--- src/rtl/shift_seq_pkg.sv ---
// Shared definitions for the shift-register command sequencer.
// Holds the mode encodings, the FSM state type, default widths and the LFSR
// tap table used when SHIFT_SEQ_LFSR_SI_EN is defined.
package shift_seq_pkg;

    localparam int unsigned DEF_WIDTH = 4;
    localparam int unsigned DEF_CNT_W = 3;

    // Shift register mode encodings (shared with the downstream register)
    localparam logic [1:0] MODE_HOLD = 2'b00;
    localparam logic [1:0] MODE_LOAD = 2'b01;
    localparam logic [1:0] MODE_ROR  = 2'b10;
    localparam logic [1:0] MODE_SHL  = 2'b11;

    typedef enum logic {
        IDLE = 1'b0,
        EXEC = 1'b1
    } state_e;

    // Fibonacci feedback mask: bit k set means stage k feeds the XOR.
    // Entries are maximal-length trinomials/pentanomials for small widths.
    function automatic logic [31:0] lfsr_taps(input int unsigned w);
        logic [31:0] taps;
        case (w)
            2:       taps = 32'h0000_0003;
            3:       taps = 32'h0000_0006;
            4:       taps = 32'h0000_000C;  // x^4 + x^3 + 1
            5:       taps = 32'h0000_0014;
            6:       taps = 32'h0000_0030;
            7:       taps = 32'h0000_0060;
            8:       taps = 32'h0000_00B8;
            default: taps = (32'h1 << (w - 1)) | (32'h1 << (w - 2));
        endcase
        return taps;
    endfunction

endpackage

--- src/rtl/shift_seq_lfsr.sv ---
// Serial-in pattern generator for shift-left commands.
// Fibonacci LFSR, seeded to 1 on reset, advancing one step per cycle with adv=1.
// Ports: clk, rst (async active-high), adv (step enable), bit_out (current MSB).
// Only instantiated when SHIFT_SEQ_LFSR_SI_EN is defined.
module shift_seq_lfsr
    import shift_seq_pkg::*;
#(
    parameter int unsigned WIDTH = DEF_WIDTH
) (
    input  logic clk,
    input  logic rst,
    input  logic adv,
    output logic bit_out
);

    localparam logic [WIDTH-1:0] TAPS = WIDTH'(lfsr_taps(WIDTH));

    logic [WIDTH-1:0] lfsr_q;
    logic [WIDTH-1:0] lfsr_d;

    // Shift toward the MSB, feeding back the XOR of the tapped stages
    always_comb begin
        lfsr_d = lfsr_q;
        if (adv) begin
            lfsr_d = {lfsr_q[WIDTH-2:0], ^(lfsr_q & TAPS)};
        end
    end

    always_ff @(posedge clk or posedge rst) begin
        if (rst) begin
            lfsr_q <= WIDTH'(1);
        end else begin
            lfsr_q <= lfsr_d;
        end
    end

    assign bit_out = lfsr_q[WIDTH-1];

endmodule

--- src/rtl/shift_seq_ctrl.sv ---
// Command sequencer feeding a 4-bit mode-controlled shift register.
// Accepts load / rotate-right / shift-left commands with a repeat count over a
// valid/ready handshake, drives m/d/si for cnt+1 cycles, then returns to hold.
// Keeps shadow_q equal to what the shift register will contain and pulses done
// on the last execute cycle of each command.
// Ports: clk, rst (async active-high); cmd_valid/cmd_ready handshake with
// cmd_op, cmd_data, cmd_si, cmd_cnt; outputs m, d, si, done, shadow_q.
// Optional macro SHIFT_SEQ_LFSR_SI_EN: si for shift-left comes from an LFSR.
module shift_seq_ctrl
    import shift_seq_pkg::*;
#(
    parameter int unsigned WIDTH = DEF_WIDTH,
    parameter int unsigned CNT_W = DEF_CNT_W
) (
    input  logic             clk,
    input  logic             rst,
    input  logic             cmd_valid,
    output logic             cmd_ready,
    input  logic [1:0]       cmd_op,
    input  logic [WIDTH-1:0] cmd_data,
    input  logic             cmd_si,
    input  logic [CNT_W-1:0] cmd_cnt,
    output logic [1:0]       m,
    output logic [WIDTH-1:0] d,
    output logic             si,
    output logic             done,
    output logic [WIDTH-1:0] shadow_q
);

    state_e           state_q, state_d;
    logic [CNT_W-1:0] rem_q, rem_d;
    logic [1:0]       m_q, m_d;
    logic [WIDTH-1:0] d_q, d_d;
    logic             si_q, si_d;
    logic             done_q, done_d;
    logic             ready_q, ready_d;
    logic [WIDTH-1:0] shadow_d;
    logic             accept_c;
    logic             shl_bit_c;

    assign accept_c = cmd_valid && ready_q;

`ifdef SHIFT_SEQ_LFSR_SI_EN
    logic lfsr_bit;
    logic lfsr_adv_c;

    // One LFSR step per shift-left execute cycle
    assign lfsr_adv_c = (state_q == EXEC) && (m_q == MODE_SHL);

    shift_seq_lfsr #(
        .WIDTH (WIDTH)
    ) u_lfsr (
        .clk     (clk),
        .rst     (rst),
        .adv     (lfsr_adv_c),
        .bit_out (lfsr_bit)
    );

    // During shift-left the register sees the LFSR flop directly
    assign shl_bit_c = lfsr_bit;
    assign si        = (m_q == MODE_SHL) ? lfsr_bit : si_q;
`else
    assign shl_bit_c = si_q;
    assign si        = si_q;
`endif

    assign m         = m_q;
    assign d         = d_q;
    assign done      = done_q;
    assign cmd_ready = ready_q;

    // State and registered outputs
    always_ff @(posedge clk or posedge rst) begin
        if (rst) begin
            state_q  <= IDLE;
            rem_q    <= '0;
            m_q      <= MODE_HOLD;
            d_q      <= '0;
            si_q     <= 1'b0;
            done_q   <= 1'b0;
            ready_q  <= 1'b0;
            shadow_q <= '0;
        end else begin
            state_q  <= state_d;
            rem_q    <= rem_d;
            m_q      <= m_d;
            d_q      <= d_d;
            si_q     <= si_d;
            done_q   <= done_d;
            ready_q  <= ready_d;
            shadow_q <= shadow_d;
        end
    end

    // Next state: hold commands never leave IDLE
    always_comb begin
        state_d = state_q;
        case (state_q)
            IDLE: begin
                if (accept_c && (cmd_op != MODE_HOLD)) begin
                    state_d = EXEC;
                end
            end
            EXEC: begin
                if (rem_q == '0) begin
                    state_d = IDLE;
                end
            end
            default: state_d = IDLE;
        endcase
    end

    // Output / datapath next values
    always_comb begin
        rem_d    = rem_q;
        m_d      = m_q;
        d_d      = d_q;
        si_d     = si_q;
        done_d   = 1'b0;
        ready_d  = 1'b0;
        shadow_d = shadow_q;
        case (state_q)
            IDLE: begin
                m_d     = MODE_HOLD;
                d_d     = '0;
                si_d    = 1'b0;
                ready_d = 1'b1;
                if (accept_c) begin
                    // ready drops for a cycle so it never coincides with done
                    ready_d = 1'b0;
                    rem_d   = cmd_cnt;
                    if (cmd_op == MODE_HOLD) begin
                        done_d = 1'b1;
                    end else begin
                        m_d    = cmd_op;
                        d_d    = cmd_data;
                        si_d   = cmd_si;
                        done_d = (cmd_cnt == '0);
                    end
                end
            end
            EXEC: begin
                // Mirror the shift register's update on this same edge
                case (m_q)
                    MODE_LOAD: shadow_d = d_q;
                    MODE_SHL:  shadow_d = {shadow_q[WIDTH-2:0], shl_bit_c};
                    MODE_ROR:  shadow_d = {shadow_q[0], shadow_q[WIDTH-1:1]};
                    default:   shadow_d = shadow_q;
                endcase
                if (rem_q == '0) begin
                    m_d     = MODE_HOLD;
                    d_d     = '0;
                    si_d    = 1'b0;
                    ready_d = 1'b1;
                end else begin
                    rem_d  = rem_q - CNT_W'(1);
                    done_d = (rem_q == CNT_W'(1));
                end
            end
            default: begin
                m_d = MODE_HOLD;
            end
        endcase
    end

endmodule

--- config.mk ---
export PLATFORM = sky130hd
export DESIGN_NAME = shift_seq_ctrl
export DESIGN_NICKNAME = d
export VERILOG_FILES = /design/src/rtl/shift_seq_pkg.sv /design/src/rtl/shift_seq_lfsr.sv /design/src/rtl/shift_seq_ctrl.sv
export SDC_FILE = /design/constraint.sdc
export NUM_CORES = 1
export LEC_CHECK = 0
export CAP_MARGIN = 20
export CELL_PAD_IN_SITES_DETAIL_PLACEMENT = 1
export CELL_PAD_IN_SITES_GLOBAL_PLACEMENT = 2
export CORE_ASPECT_RATIO = 1.2
export CORE_MARGIN = 5
export CORE_UTILIZATION = 31
export CTS_CLUSTER_SIZE = 8
export DETAILED_ROUTE_END_ITERATION = 16
export PLACE_DENSITY_LB_ADDON = 0.25
export REMOVE_ABC_BUFFERS = 1
export SLEW_MARGIN = 20
export SYNTH_ARGS = -nofsm -noshare
export SYNTH_HDL_FRONTEND = slang
export SYNTH_SLANG_ARGS = --single-unit
export TNS_END_PERCENT = 1
--- constraint.sdc ---
create_clock -name clk -period 2.5 [get_ports clk]
set_clock_uncertainty 0.2 [all_clocks]
set_input_delay 0.5 -clock clk [delete_from_list [all_inputs] [get_ports clk]]
set_output_delay 0.5 -clock clk [all_outputs]
set_load 0.03 [all_outputs]
# [After elaboration in Yosys (flattened, before gate mapping)]
# Cells that the tools add are included.
[totals] register_bits=17 word_cells=52 out_inout_bits=13
[op_classes] n_reduce_logical=9 eq_ne=7 bitwise_logic=1 n_addsub=1 muxes=26
[op_table] operator="2-to-1 mux 4 bit" n=3
[op_table] operator="case mux 4 bit (3 select lines)" n=1
[op_table] operator="2-to-1 mux 1 bit" n=10
[op_table] operator="case mux 1 bit (2 select lines)" n=4
[op_table] operator="case mux 4 bit (2 select lines)" n=1
[op_table] operator="zero test 3 bit" n=2
[op_table] operator="2-to-1 mux 2 bit" n=3
[op_table] operator="2-to-1 mux 3 bit" n=2
[op_table] operator="case mux 3 bit (2 select lines)" n=1
[op_table] operator="== test 2 bit, second input constant" n=2
[op_table] operator="!= test 2 bit, second input constant" n=2
[op_table] operator="case mux 2 bit (2 select lines)" n=1
[op_table] operator="AND reduction 2 bit" n=2
[op_table] operator="== test 3 x 1 -> 1 bit, second input constant" n=1
[op_table] operator="nonzero test 3 bit" n=1
[op_table] operator="subtractor 3 x 1 -> 3 bit, second input constant" n=1
[op_table] operator="== test 2 x 1 -> 1 bit, second input constant" n=1
[op_table] operator="logical AND 1 bit" n=2
[op_table] operator="zero test 2 bit" n=1
[op_table] operator="!= test 2 x 1 -> 1 bit, second input constant" n=1
[op_table] operator="nonzero test 2 bit" n=1
[op_table] operator="NOT 1 bit" n=1

# [Longest topological paths before layout]
# Gate-level depths: netlist (run 1).
[depth] ltp_word=4 mapped_depth=6 depth_no_buf=5

# [Worst setup path after synthesis (run 1)]
# OpenSTA, ideal clock, no wires.
[synth_path] path_type="register to register" from="reg rem_q[0]" to="reg done_q, in the netlist done" path_slack_ns=0.909 arrival_time_ns=1.270 path_stages_with_launch=7 setup_ns=0.122 cell_sequence="dfrtp_1 > inv_1 > ha_1 > nand2b_4 > and2_1 > buf_6 > a32o_1"
[synth_via] elab_chain_cells=3 word_cells_on_any_way=4 classes_between="eq/ne (1); mux (2); reduce/logical (1)"
[synth_rtl] item="start: declaration" line_no="shift_seq_ctrl.sv:31" text="logic [CNT_W-1:0] rem_q, rem_d;"
[synth_rtl] item="start signal: assignment" line_no="shift_seq_ctrl.sv:85" text="rem_q <= rem_d;"
[synth_rtl] item="== test 3 x 1 -> 1 bit / zero test 3 bit (equally long branches)" line_no="shift_seq_ctrl.sv:157, shift_seq_ctrl.sv:150"
[synth_rtl] item="2-to-1 mux 1 bit *" line_no="shift_seq_ctrl.sv:150" text="if (rem_q == '0) begin"
[synth_rtl] item="case mux 1 bit (2 select lines) *" line_no="shift_seq_ctrl.sv:122" text="case (state_q)"
[synth_rtl] item="named net done_d" line_no="shift_seq_ctrl.sv:35" text="logic done_q, done_d;"
[synth_rtl] item="end signal: assignment" line_no="shift_seq_ctrl.sv:89" text="done_q <= done_d;"
[synth_rtl] item="end: declaration" line_no="shift_seq_ctrl.sv:35"
# Mark *: on every way through the listed nets, which the timed path passes. The rest lies on a longest branch.
# A chain may end at the register's enable or synchronous reset.

# [Worst setup path in the final report (run 1)]
[layout_path] from="reg m_q[1], in the netlist m[1]" to="out m[1]"
[layout_rtl] item="start: declaration" line_no="shift_seq_ctrl.sv:32" text="logic [1:0] m_q, m_d;"
[layout_rtl] item="start signal: assignment" line_no="shift_seq_ctrl.sv:86" text="m_q <= m_d;"
[layout_rtl] item="end: declaration" line_no="shift_seq_ctrl.sv:23" text="output logic [1:0] m,"
# No word-level cell between the ends.

==> impl_metrics.prom, run 1 <==
# TYPE chip_impl_metric gauge
chip_impl_info{name="critical_path.reg2reg.startpoint",value="rem_q[0]$_DFFE_PP0P_"} 1
chip_impl_info{name="grt_setup_unrepaired",value="no"} 1
chip_impl_metric{name="clock_insertion_delay_worst_skew",unit="ns"} 0.29
chip_impl_metric{name="hold_viol_final",unit=""} 0
chip_impl_metric{name="ys_seq_area_frac",unit=""} 0.491
chip_impl_info{name="worstSetupStartpoint",value="m[1]$_DFFE_PP0P_"} 1
chip_impl_metric{name="critPathMaxFanout",unit=""} 11
chip_impl_metric{name="layout-drive-gt1-share",unit=""} 0.0816
chip_impl_metric{name="max_freq",unit="MHz"} 429
chip_impl_metric{name="maxSlewHeadroom",unit=""} 0.553
chip_impl_metric{name="p_comb_frac",unit=""} 0.519
chip_impl_metric{name="cts-hold-fix-buffers",unit=""} 0
chip_impl_metric{name="total_switching_power",unit="mW"} 0.615
chip_impl_metric{name="buf_inv_stages_crit_path",unit=""} 1
chip_impl_info{name="synth.top_cells.by_count",value="17 x sky130_fd_sc_hd__dfrtp_1, 7 x sky130_fd_sc_hd__a22o_1, 5 x sky130_fd_sc_hd__mux2i_1"} 1
chip_impl_metric{name="initialDrtViolationCount",unit=""} 10
chip_impl_metric{name="first_pass_iters",unit=""} 4
chip_impl_info{name="tritoncts",value="yes"} 1
chip_impl_metric{name="post-cts-setup-buffer-count",unit=""} 0
chip_impl_metric{name="placed_area",unit="sq mm"} 0.00112
chip_impl_metric{name="die-area",unit="sq mm"} 0.00396
chip_impl_info{name="rr_endpoint",value="done$_DFF_PP0_"} 1
chip_impl_metric{name="drc",unit=""} 0
chip_impl_metric{name="fin_ws",unit="ns"} 0.171
chip_impl_metric{name="routedWlPerCell",unit="um"} 15.6
chip_impl_metric{name="cts-htree-levels",unit=""} 1
chip_impl_metric{name="ys_types",unit=""} 27
chip_impl_metric{name="area_delta_synth_final",unit="%"} 32.9
chip_impl_metric{name="tritoncts.num_buffers",unit=""} 3
chip_impl_metric{name="gp_congestion",unit=""} 0.733
chip_impl_metric{name="floorplan.rows",unit=""} 21
chip_impl_metric{name="final_core_util",unit=""} 0.422
chip_impl_metric{name="io_pins",unit=""} 26
chip_impl_metric{name="final_period_minus_worst_setup_slack",unit="ns"} 2.33
chip_impl_metric{name="detailed_place_hpwl",unit="um"} 1600
chip_impl_metric{name="worst_setup_hold_path_clk_slew",unit="ns"} 0.11
chip_impl_metric{name="netlist_instances",unit=""} 73
chip_impl_metric{name="fillerInstances",unit=""} 321
chip_impl_metric{name="synthesis.area",unit="sq um"} 867
chip_impl_info{name="synth.area.top_cells",value="sky130_fd_sc_hd__dfrtp_1 49%, sky130_fd_sc_hd__a22o_1 7.1%, sky130_fd_sc_hd__mux2i_1 5.8%"} 1
chip_impl_metric{name="asyncSetResetFlopFracSynth",unit=""} 1.00
chip_impl_info{name="timing.critical_path.cells",value="clkdlybuf4s50_1"} 1
chip_impl_metric{name="synth_enable_flop_cells",unit=""} 0
chip_impl_info{name="min_path_type",value="reg2reg"} 1
chip_impl_metric{name="drt_wl_total",unit="um"} 2060
chip_impl_metric{name="ys_ff_latch",unit=""} 17
chip_impl_metric{name="initial_core_util",unit=""} 0.317
chip_impl_metric{name="vdd_ir_drop_max",unit="mV"} 0.464
chip_impl_metric{name="max_cap_violations",unit=""} 0
chip_impl_metric{name="postRouteAntennaNets",unit=""} 0
chip_impl_metric{name="grt_first_pass_wirelength",unit="um"} 3500
chip_impl_metric{name="detailroute.via_count",unit=""} 681
chip_impl_metric{name="grt_remaining_overflow",unit=""} 0
chip_impl_metric{name="grt.total_usage",unit=""} 0.117
chip_impl_metric{name="die_w",unit="um"} 58.3
chip_impl_metric{name="route.detailed.vias_per_inst",unit=""} 5.16
chip_impl_info{name="worst_setup_path_start_kind",value="flip-flop"} 1
chip_impl_info{name="critical_path_class",value="reg2out"} 1
chip_impl_metric{name="power-per-cell-area",unit="mW/mm^2"} 1220
chip_impl_metric{name="power.clock.fraction",unit=""} 0.108
chip_impl_metric{name="stdcell_area",unit="sq mm"} 0.00115
chip_impl_info{name="cts-root-buf",value="sky130_fd_sc_hd__clkbuf_4"} 1
chip_impl_metric{name="p_sw_frac",unit=""} 0.439
chip_impl_metric{name="r2r_cells",unit=""} 5
chip_impl_metric{name="internal_power",unit="mW"} 0.785
chip_impl_info{name="cell_type_of_the_slowest_stage_on_the_worst_timing_path",value="sky130_fd_sc_hd__clkdlybuf4s50_1"} 1
chip_impl_metric{name="setup_tns",unit="ns"} 0
chip_impl_metric{name="port_buffers",unit=""} 25
chip_impl_info{name="most_instantiated_library_cell_after_synthesis",value="sky130_fd_sc_hd__dfrtp_1"} 1
chip_impl_metric{name="max-clock-path-buffers",unit=""} 2
chip_impl_metric{name="post_cts_resize_count",unit=""} 0
chip_impl_info{name="synth_largest_area_cell",value="sky130_fd_sc_hd__dfrtp_1"} 1
chip_impl_metric{name="num-nets-final",unit=""} 115
chip_impl_metric{name="period_share",unit=""} 0.931
chip_impl_metric{name="number_of_global_route_vias_before_repair",unit=""} 738
chip_impl_metric{name="leakage",unit="nW"} 0.480
chip_impl_metric{name="slowest_delay",unit="ns"} 0.75
chip_impl_metric{name="worst_ep_arrival_time",unit="ns"} 1.63
chip_impl_info{name="category_of_cells_accounting_for_the_largest_share_of_critical_path_delay",value="buffers and inverters"} 1
chip_impl_metric{name="synth_top_area_share",unit=""} 0.491
chip_impl_info{name="run_status",value="completed"} 1
chip_impl_metric{name="pwr-share-seq",unit=""} 0.373
chip_impl_metric{name="crit_cells",unit=""} 1
chip_impl_metric{name="fp.coreArea",unit="sq mm"} 0.00273
chip_impl_metric{name="timing.reg2reg.setup_slack",unit="ns"} 0.73
chip_impl_metric{name="floorplan.die.height",unit="um"} 67.9
chip_impl_metric{name="synth_area_per_cell",unit="sq um"} 11.9
chip_impl_metric{name="yosysWarningCount",unit=""} 0
chip_impl_metric{name="cts.sinks",unit=""} 17
chip_impl_metric{name="pin_count_of_the_biggest_net_entering_global_routing",unit=""} 18
chip_impl_info{name="worstSetupEndpointType",value="output pin"} 1
chip_impl_metric{name="worst_ep_required_time",unit="ns"} 1.80
chip_impl_metric{name="grt_antenna_before_repair",unit=""} 0
chip_impl_info{name="synth-main-ff-cell",value="sky130_fd_sc_hd__dfrtp_1"} 1
chip_impl_metric{name="tightest_slew",unit="ns"} 0.669
chip_impl_metric{name="final-max-slew-violation-count",unit=""} 0
chip_impl_metric{name="insertedDiodeCount",unit=""} 0
chip_impl_info{name="timing.critical_path.to",value="m[1]"} 1
chip_impl_metric{name="setup_viol_count_final",unit=""} 0
chip_impl_metric{name="dpl_worst_slack",unit="ns"} 0.495
-- how the worst min path moves through the flow --
| stage | start | end | slack (ns) | cells after the start |
|---|---|---|---|---|
| after floorplan | rst | cmd_ready$_DFF_PP0_ | 0.23 | 1 |
| after global placement | si$_DFFE_PP0P_ | si$_DFFE_PP0P_ | 0.34 | 1 |
| after detailed placement | d[0]$_DFFE_PP0P_ | d[0]$_DFFE_PP0P_ | 0.33 | 1 |
| after CTS | si$_DFFE_PP0P_ | si$_DFFE_PP0P_ | 0.36 | 1 |
| after global routing | d[3]$_DFFE_PP0P_ | d[3]$_DFFE_PP0P_ | 0.39 | 1 |
| final | si$_DFFE_PP0P_ | si$_DFFE_PP0P_ | 0.35 | 1 |
-- area by class of cell --
class | instances | area, sq um | area share
clock buffer | 3 | 22.5 | 0.0195
tap | 34 | 42.5 | 0.0369
clock inverter | 1 | 5.00 | 0.00434
timing repair buffer | 25 | 250 | 0.217
sequential | 17 | 425 | 0.369
multi-input combinational | 48 | 392 | 0.340
inverter | 4 | 15.0 | 0.0130
-- routing by layer --
metal	up-vias	routed length [um]	track usage	part of all wire
li1	318	-	-	-
met1	348	824	0.130	0.40
met2	13	1120	0.211	0.55
met3	2	93	0.0283	0.045
met4	0	14	0.0522	0.0068
met5	-	0	0	0
-- worst register-to-register path, delay by kind of cell (launching register included) --
| family | cells | cell delay (ns) |
|---|---|---|
| AO/OA/AOI/OAI | 1 | 0.32 |
| adder cells (fa/ha/maj) | 1 | 0.22 |
| buffers and inverters | 1 | 0.11 |
| flip-flops | 1 | 0.46 |
| AND/OR/NAND/NOR | 2 | 0.36 |
-- sequential cells by signal (all words and copies together) (netlist names) --
register and count:
shadow_q 4, done 1, d 4, si 1, cmd_ready 1, rem_q 3
m 2, state_q 1
-- metrics by stage --
step	hold slack, ns	std cells	power [mW]
6_report	0.352	132	1.40
3_3_place_gp	0.337	128	1.25
5_1_grt	0.392	132	1.52
4_1_cts	0.358	132	1.43
3_5_place_dp	0.330	128	1.27
2_1_floorplan	0.226	69	0.982
-- power by group through the flow --
stage / registers, mW / clock network [mW] / logic (mW)
final: 0.522 / 0.151 / 0.728
after global placement: 0.529 / 0 / 0.725
after global routing: 0.548 / 0.171 / 0.798
after CTS: 0.528 / 0.157 / 0.742
after detailed placement: 0.532 / 0 / 0.740
after floorplan: 0.654 / 0 / 0.328
-- cells in the final DEF (no fill, tap or decap), types with 2 or more instances in the layout --
cell type	Yosys	layout
sky130_fd_sc_hd__and2_1	2	2
sky130_fd_sc_hd__a22o_1	7	7
sky130_fd_sc_hd__nand2_1	3	3
sky130_fd_sc_hd__a211oi_1	3	3
sky130_fd_sc_hd__dfrtp_1	17	17
sky130_fd_sc_hd__a221oi_1	3	3
sky130_fd_sc_hd__clkdlybuf4s50_1	0	25
sky130_fd_sc_hd__inv_1	4	4
sky130_fd_sc_hd__clkbuf_4	0	3
sky130_fd_sc_hd__nor2b_1	4	4
sky130_fd_sc_hd__nand3b_1	2	2
sky130_fd_sc_hd__ha_1	3	3
sky130_fd_sc_hd__mux2i_1	5	5
sky130_fd_sc_hd__nor2_1	4	4
-- cells by family (layout without fill, tap and decap cells) --
family | count (synthesis) | count (layout) | share of synthesized area
flip-flops | 17 | 17 | 0.491
AO/OA/AOI/OAI | 21 | 21 | 0.215
multiplexers | 5 | 5 | 0.0577
buffers and inverters | 8 | 33 | 0.0577
adder cells (fa/ha/maj) | 3 | 3 | 0.0433
AND/OR/NAND/NOR | 19 | 19 | 0.136
Power figures use the tool's default switching activity.
==> run 2: changes to the inputs <==
--- a/config.mk
+++ b/config.mk
@@ -10,9 +10,10 @@
 export CELL_PAD_IN_SITES_GLOBAL_PLACEMENT = 2
 export CORE_ASPECT_RATIO = 1.2
 export CORE_MARGIN = 5
-export CORE_UTILIZATION = 31
+export CORE_UTILIZATION = 28
 export CTS_CLUSTER_SIZE = 8
 export DETAILED_ROUTE_END_ITERATION = 16
+export GPL_TIMING_DRIVEN = 0
 export PLACE_DENSITY_LB_ADDON = 0.25
 export REMOVE_ABC_BUFFERS = 1
 export SLEW_MARGIN = 20
==> constraint.sdc (replaced) <==
create_clock -name clk -period 2.4 [get_ports clk]
set_clock_uncertainty 0.2 [all_clocks]
set_input_delay 0.48 -clock clk [delete_from_list [all_inputs] [get_ports clk]]
set_output_delay 0.48 -clock clk [all_outputs]
set_load 0.03 [all_outputs]
==> run 2 against run 1 <==
Effect of this change: via count decreased by 1.2%; critical path depth unchanged; final cell count increased by 1.5%; largest power group unchanged.
==> impl_metrics.prom, run 2 (synthesis gave the netlist of run 1 again) <==
# TYPE chip_impl_metric gauge
chip_impl_info{name="run_status",value="completed"} 1
chip_impl_metric{name="max_cap_violations",unit=""} 0
chip_impl_metric{name="initial_core_util",unit=""} 0.286
chip_impl_info{name="leading_cell_types_in_the_layout_fill_and_taps_excluded",value="25 x sky130_fd_sc_hd__clkdlybuf4s50_1, 16 x sky130_fd_sc_hd__dfrtp_1, 7 x sky130_fd_sc_hd__a22o_1, 5 x sky130_fd_sc_hd__mux2i_1"} 1
chip_impl_metric{name="floorplan.die.height",unit="um"} 71.0
chip_impl_metric{name="post-cts-setup-buffer-count",unit=""} 0
chip_impl_metric{name="cts.sinks",unit=""} 17
chip_impl_metric{name="insertedDiodeCount",unit=""} 0
chip_impl_metric{name="initialDrtViolationCount",unit=""} 10
chip_impl_metric{name="setup_viol_count_final",unit=""} 0
chip_impl_info{name="critical_path_class",value="reg2out"} 1
chip_impl_metric{name="cts-hold-fix-buffers",unit=""} 0
chip_impl_metric{name="fp.coreArea",unit="sq mm"} 0.00303
chip_impl_metric{name="fin_ws",unit="ns"} 0.199
chip_impl_metric{name="number_of_global_route_vias_before_repair",unit=""} 742
chip_impl_info{name="worst_setup_path_start_kind",value="flip-flop"} 1
chip_impl_metric{name="grt_first_pass_wirelength",unit="um"} 3640
chip_impl_metric{name="drt_wl_total",unit="um"} 2050
chip_impl_info{name="timing.critical_path.cells",value="clkdlybuf4s50_1"} 1
chip_impl_info{name="critical_path.reg2reg.startpoint",value="rem_q[0]$_DFFE_PP0P_"} 1
chip_impl_metric{name="max_freq",unit="MHz"} 454
chip_impl_metric{name="final_period_minus_worst_setup_slack",unit="ns"} 2.20
chip_impl_metric{name="fillerInstances",unit=""} 350
chip_impl_info{name="cell_type_of_the_slowest_stage_on_the_worst_timing_path",value="sky130_fd_sc_hd__clkdlybuf4s50_1"} 1
chip_impl_info{name="worstSetupStartpoint",value="m[1]$_DFFE_PP0P_"} 1
chip_impl_metric{name="worst_ep_arrival_time",unit="ns"} 1.52
chip_impl_metric{name="detailed_place_hpwl",unit="um"} 1580
chip_impl_metric{name="gp_congestion",unit=""} 0.728
chip_impl_metric{name="dpl_worst_slack",unit="ns"} 0.386
chip_impl_metric{name="layout-drive-gt1-share",unit=""} 0.0918
chip_impl_metric{name="leakage",unit="nW"} 0.479
chip_impl_metric{name="grt_antenna_before_repair",unit=""} 0
chip_impl_metric{name="slowest_delay",unit="ns"} 0.72
chip_impl_info{name="mostFrequentLayoutCell",value="sky130_fd_sc_hd__clkdlybuf4s50_1"} 1
chip_impl_metric{name="detailroute.via_count",unit=""} 673
chip_impl_metric{name="cts-htree-levels",unit=""} 1
chip_impl_info{name="min-delay-start",value="d[1]$_DFFE_PP0P_"} 1
chip_impl_metric{name="die_w",unit="um"} 60.8
chip_impl_metric{name="pin_count_of_the_biggest_net_entering_global_routing",unit=""} 18
chip_impl_info{name="tritoncts",value="yes"} 1
chip_impl_metric{name="drc",unit=""} 0
chip_impl_metric{name="maxSlewHeadroom",unit=""} 0.549
chip_impl_info{name="cts-root-buf",value="sky130_fd_sc_hd__clkbuf_4"} 1
chip_impl_metric{name="hold_viol_final",unit=""} 0
chip_impl_metric{name="max-clock-path-buffers",unit=""} 2
chip_impl_metric{name="route.detailed.vias_per_inst",unit=""} 5.02
chip_impl_metric{name="grt_remaining_overflow",unit=""} 0
chip_impl_metric{name="worst_ep_required_time",unit="ns"} 1.72
chip_impl_metric{name="postRouteAntennaNets",unit=""} 0
chip_impl_metric{name="power-per-cell-area",unit="mW/mm^2"} 1260
chip_impl_info{name="category_of_cells_accounting_for_the_largest_share_of_critical_path_delay",value="buffers and inverters"} 1
chip_impl_metric{name="post_cts_resize_count",unit=""} 0
chip_impl_info{name="min_path_type",value="reg2reg"} 1
chip_impl_metric{name="grt.total_usage",unit=""} 0.109
chip_impl_metric{name="routedWlPerCell",unit="um"} 15.3
chip_impl_metric{name="period_share",unit=""} 0.917
chip_impl_metric{name="final-max-slew-violation-count",unit=""} 0
chip_impl_info{name="grt_setup_unrepaired",value="no"} 1
chip_impl_metric{name="tritoncts.num_buffers",unit=""} 3
chip_impl_metric{name="port_buffers",unit=""} 25
chip_impl_info{name="worstSetupEndpointType",value="output pin"} 1
chip_impl_metric{name="critPathMaxFanout",unit=""} 11
chip_impl_metric{name="worst_setup_hold_path_clk_slew",unit="ns"} 0.11
chip_impl_metric{name="tightest_slew",unit="ns"} 0.675
chip_impl_metric{name="vdd_ir_drop_max",unit="mV"} 0.417
chip_impl_metric{name="io_pins",unit=""} 26
chip_impl_metric{name="setup_tns",unit="ns"} 0
chip_impl_metric{name="hold-worst-slack",unit="ns"} 0.348
chip_impl_metric{name="num-nets-final",unit=""} 115
chip_impl_metric{name="floorplan.rows",unit=""} 22
chip_impl_metric{name="first_pass_iters",unit=""} 4
chip_impl_metric{name="clock_insertion_delay_worst_skew",unit="ns"} 0.30
chip_impl_metric{name="die-area",unit="sq mm"} 0.00431
chip_impl_metric{name="area_delta_synth_final",unit="%"} 33.3
chip_impl_metric{name="buf_inv_stages_crit_path",unit=""} 1
-- run 2: changes by cell type in the layout (fill, tap and decap cells not counted) --
cell / previous run / this run
sky130_fd_sc_hd__dfrtp_1: 17 / 16
sky130_fd_sc_hd__dfrtp_2: 0 / 1
-- run 2: area by class of cell --
class | count | area, sq um | share of cell area
clock buffer | 3 | 22.5 | 0.0195
clock inverter | 1 | 5.00 | 0.00433
inverter | 4 | 15.0 | 0.0130
multi-input combinational | 48 | 392 | 0.339
sequential | 17 | 427 | 0.369
tap | 36 | 45.0 | 0.0390
timing repair buffer | 25 | 250 | 0.216
-- run 2: per-stage QoR --
stage               instance area, sq um   util  instances  total power [mW]
CTS                                 1150  0.381        134              1.48
global placement                    1130  0.372        130              1.31
global route                        1160  0.382        134              1.57
floorplan                            832      -         69              1.02
finish                              1160  0.382        134              1.46
detailed placement                  1130  0.372        130              1.32
-- run 2: path summary, 6_finish.rpt --
check                                    to  slack, ns  cells past startpoint
min in group asynchronous    done$_DFF_PP0_       0.37                      2
setup / recovery                       m[1]       0.20                      1
setup reg to reg             done$_DFF_PP0_       0.65                      5
hold / removal             d[1]$_DFFE_PP0P_       0.35                      1
hold reg to reg            d[1]$_DFFE_PP0P_       0.35                      1
max in group asynchronous  m[1]$_DFFE_PP0P_       1.16                      2
-- run 2: per-layer routing --
layer | share of wire | vias to the layer above | global-route usage
li1 | - | 322 | -
met1 | 0.43 | 333 | 0.143
met2 | 0.50 | 14 | 0.171
met3 | 0.043 | 4 | 0.0182
met4 | 0.018 | 0 | 0.0506
met5 | 0 | - | 0
-- run 2: where the power goes --
group	switching, mW	internal (mW)	total (mW)
registers	0.141	0.405	0.546
logic	0.402	0.352	0.754
clock network	0.0976	0.0621	0.160
total	0.641	0.819	1.46
==> RTL change 1, RTL diff (config.mk and constraints of run 2) <==
Set the package constant `DEF_CNT_W` to 2 (it was 3).
--- a/src/rtl/shift_seq_pkg.sv
+++ b/src/rtl/shift_seq_pkg.sv
@@ -4,7 +4,7 @@
 package shift_seq_pkg;
 
     localparam int unsigned DEF_WIDTH = 4;
-    localparam int unsigned DEF_CNT_W = 3;
+    localparam int unsigned DEF_CNT_W = 2;
 
     // Shift register mode encodings (shared with the downstream register)
     localparam logic [1:0] MODE_HOLD = 2'b00;
Interface: changed (resized cmd_cnt); port bits go from 26 to 25. The function was not compared with the original's and may differ.
==> RTL change 1 against run 2 <==
- sequential share of layout area rose by 1.2 points
- worst setup slack got worse by 0.090 ns
- via count fell by 8.0%
- sequential cell count fell by 1
- count of clock-buffer cells in the layout rose by 1
- design area fell by 9.2%
- area after synthesis fell by 12%
- routed wire length fell by 14%
- power fell by 12%
==> RTL change 1: results (changes against run 2) <==
| Metric | Value |
|---|---|
| GRT Overall Usage | 0.1049 (-0.004288) |
| Mux cell area share after synthesis | 0.05921 (+0.001490) |
| Nets | 106 (-7.8%) |
| Total Routed Length | 1.768 mm (-14%) |
| Clk Latency, worst-skew pair | 0.28 ns (-0.02 ns) |
| Worst Path Arrival | 1.61 ns (+0.09 ns) |
| Vias in the first global route | 645 (-13%) |
| DP HPWL | 1.348 mm (-15%) |
| Placed Instance Area | 1013 sq um (-10%) |
| Lkg Pwr | 0.4519 nW (-5.6%) |
| Switching share of power | 0.4136 (-0.02543) |
| Synth cell count leaders | dfrtp_1, a22o_1, o22ai_1 |
| Iteration-0 DRC Markers | 9 (-1) |
| Placed insts | 120 (-7.7%) |
| Dpl ws | 0.4227 ns (+0.03669 ns) |
| Seq/Total Area, Yosys | 0.5263 (+0.03570) |
| Clock slew at reported path FFs | 0.09 ns (-0.02 ns) |
| Largest net degree at the start of global routing | 17 (-1) |
| Worst vdd ir | 0.6033 mV (+45%) |
| Netlist cell types | 20 (-26%) |
| DR vias/cell | 4.992 (-0.61%) |
| Crit Path Max Fanout | 12 (+1) |
| Share of layout cells above drive strength 1 | 0.1099 (+0.01805) |
| Status | complete, no violations |
| Slew Limit Headroom | 0.5748 (+0.02546) |
| Compound-Gate Fraction of Synth Area | 0.2368 (+0.02183) |
| Total number of vias | 619 (-8.0%) |
| Largest cells by area after synthesis | dfrtp_1, a22o_1, mux2_2, o22ai_1, a21oi_1 |
[RTL change 1: cell count changes in the layout (fill, tap and decap cells not counted), sizes merged, moves of 2 or more]
cell / delta
mux2: +4
nor2: -3
mux2i: -5
nor2b: -3
o21ai: +3
and2: -2
o22ai: +7
a21oi: +4
a221oi: -2
a211oi: -4
[RTL change 1: final timing paths]
kind | from | end | slack [ns] | depth (start not counted)
max | m[0]$_DFFE_PP0P_ | m[0] | 0.11 | 1
min | d[1]$_DFFE_PP0P_ | d[1]$_DFFE_PP0P_ | 0.33 | 1
max reg2reg | state_q$_DFF_PP0_ | rem_q[1]$_DFFE_PP0N_ | 0.46 | 3
min reg2reg | d[1]$_DFFE_PP0P_ | d[1]$_DFFE_PP0P_ | 0.33 | 1
max in group asynchronous | rst | shadow_q[2]$_DFFE_PP0P_ | 1.24 | 2
min in group asynchronous | rst | done$_DFF_PP0_ | 0.36 | 2
[RTL change 1: cell type report]
| type | count | area (sq um) |
|---|---|---|
| clock buffer | 4 | 36.28 |
| fill | 286 | 1528 |
| inverter | 5 | 18.77 |
| multi-input combinational | 42 | 312.8 |
| sequential | 16 | 400.4 |
| tap | 33 | 41.29 |
| timing repair buffer | 24 | 240.2 |
[RTL change 1: logic make-up (layout without fill, tap and decap cells)]
family,Yosys count,after routing
AOI/OAI and AO/OA,25,25
DFF,16,16
and+or+nand+nor,11,11
buffers and inverters,9,33
muxes,4,4
adders and majority gates,2,2
[RTL change 1: metal layers]
layer,up-vias,track usage,share of wire
met3,2,0.02326,0.058
met4,0,0.05217,0.010
li1,296,-,-
met5,-,0,0
met2,16,0.1638,0.48
met1,305,0.1353,0.45
[RTL change 1: power by group through the flow]
stage | Clock (mW) | Combinational (mW) | Sequential [mW]
final | 0.178 | 0.634 | 0.478
after global routing | 0.202 | 0.691 | 0.497
after CTS | 0.185 | 0.644 | 0.482
after detailed placement | 0 | 0.641 | 0.488
after global placement | 0 | 0.635 | 0.485
after floorplan | 0 | 0.285 | 0.591
==> RTL change 2, RTL diff (config.mk and constraints of run 2) <==
Made on the original files. `d_q` no longer has a reset.
--- a/src/rtl/shift_seq_ctrl.sv
+++ b/src/rtl/shift_seq_ctrl.sv
@@ -75,7 +75,6 @@
             state_q  <= IDLE;
             rem_q    <= '0;
             m_q      <= MODE_HOLD;
-            d_q      <= '0;
             si_q     <= 1'b0;
             done_q   <= 1'b0;
             ready_q  <= 1'b0;
@@ -84,12 +83,15 @@
             state_q  <= state_d;
             rem_q    <= rem_d;
             m_q      <= m_d;
-            d_q      <= d_d;
             si_q     <= si_d;
             done_q   <= done_d;
             ready_q  <= ready_d;
             shadow_q <= shadow_d;
         end
+    end
+
+    always_ff @(posedge clk) begin
+        d_q <= d_d;
     end
 
     // Next state: hold commands never leave IDLE
Formal check against the unedited RTL: differs if rst is asserted again (counterexample within 4 cycles, from zero or initial values and one cycle with rst high); with rst held inactive, the same outputs for 10 cycles.
==> RTL change 2 against run 2 <==
- power increased by 2.8%
- sequential cell count is the same
- largest cell class unchanged
- sequential power rose by 4.9%
- combinational power grew 2%
- area after synthesis fell by 2.7%
- design area down 0.97%
- routed wire length grew 0.93%
- worst setup slack got worse by 0.11 ns
- maximum frequency decreased by 4.8%
- register-to-register slack lost 0.05 ns
==> RTL change 2: results (changes against run 2) <==
| Metric | Value |
|---|---|
| Status | complete, no violations |
| Async SR Flop Fraction | 0.7647 (-0.2353) |
| Placed insts | 129 (-0.77%) |
| DR vias/cell | 4.962 (-1.2%) |
| Routed wl met3 | 88 um (-1.1%) |
| Crit Reg-Reg Endpoint | d[3]$_SDFFCE_PP0P_ |
| First-pass GRT wire length | 3.622 mm (-0.58%) |
| Multi-input logic area | 354.1 sq um (-9.6%) |
| Dpl ws | 0.4205 ns (+0.03443 ns) |
| Crit path largest cell delay | 0.75 ns (+0.03 ns) |
| Area Overhead vs Synth | 35.76% |
| Largest net degree at the start of global routing | 16 (-2) |
| Inverters | 6 (+2) |
| GP Congestion | 0.7643 (+5.0%) |
| Vias in the first global route | 754 (+1.6%) |
| Lkg Pwr | 0.4729 nW (-1.2%) |
| Seq/Total Area, Yosys | 0.5282 (+0.03757) |
| Fillers | 315 (-10%) |
| First-pass detailed-route iteration total | 2 (-2) |
| Worst Reg2Reg Path Length in Cells | 3 (-2) |
| GRT Overall Usage | 0.1150 (+0.005868) |
| Synth cell count leaders | dfrtp_1, o22ai_1, inv_1, nand2_1, and2_1 |
| Worst vdd ir | 0.6477 mV (+55%) |
| DR WL/cell | 15.55 um (+1.7%) |
| Placed Instance Area | 1115 sq um (-1.1%) |
| Number of flops mapped to enable cells by yosys | 4 (+4) |
| Largest cells by area after synthesis | dfrtp_1, edfxtp_1, o22ai_1, mux2_2, ha_1 |
| Netlist cell types | 23 (-15%) |
| Share of layout cells above drive strength 1 | 0.1010 (+0.009173) |
[RTL change 2: worst min path at each step]
stage	slack [ns]	start	cells after the start	endpoint
finish	0.32	rst	2	shadow_q[0]$_DFFE_PP0P_
global route	0.38	rst	2	shadow_q[0]$_DFFE_PP0P_
CTS	0.33	rst	2	shadow_q[0]$_DFFE_PP0P_
detailed placement	0.37	si$_DFFE_PP0P_	1	si$_DFFE_PP0P_
global placement	0.35	si$_DFFE_PP0P_	1	si$_DFFE_PP0P_
floorplan	0.16	rst	1	cmd_ready$_DFF_PP0_
[RTL change 2: logic make-up (layout without fill, tap and decap cells)]
logic type,Yosys count,in the layout,share of synthesized area
mux,6,6,0.07715
flops,17,17,0.5282
fa+ha+maj,3,3,0.04452
buf+inv,9,35,0.05193
simple gates,16,16,0.1068
compound gates,22,22,0.1914
[RTL change 2: power breakdown]
group          internal [mW]  switching [mW]  leakage (nW)
Sequential             0.433           0.140         0.208
Clock                 0.0635          0.0982        0.0139
Combinational          0.353           0.414         0.251
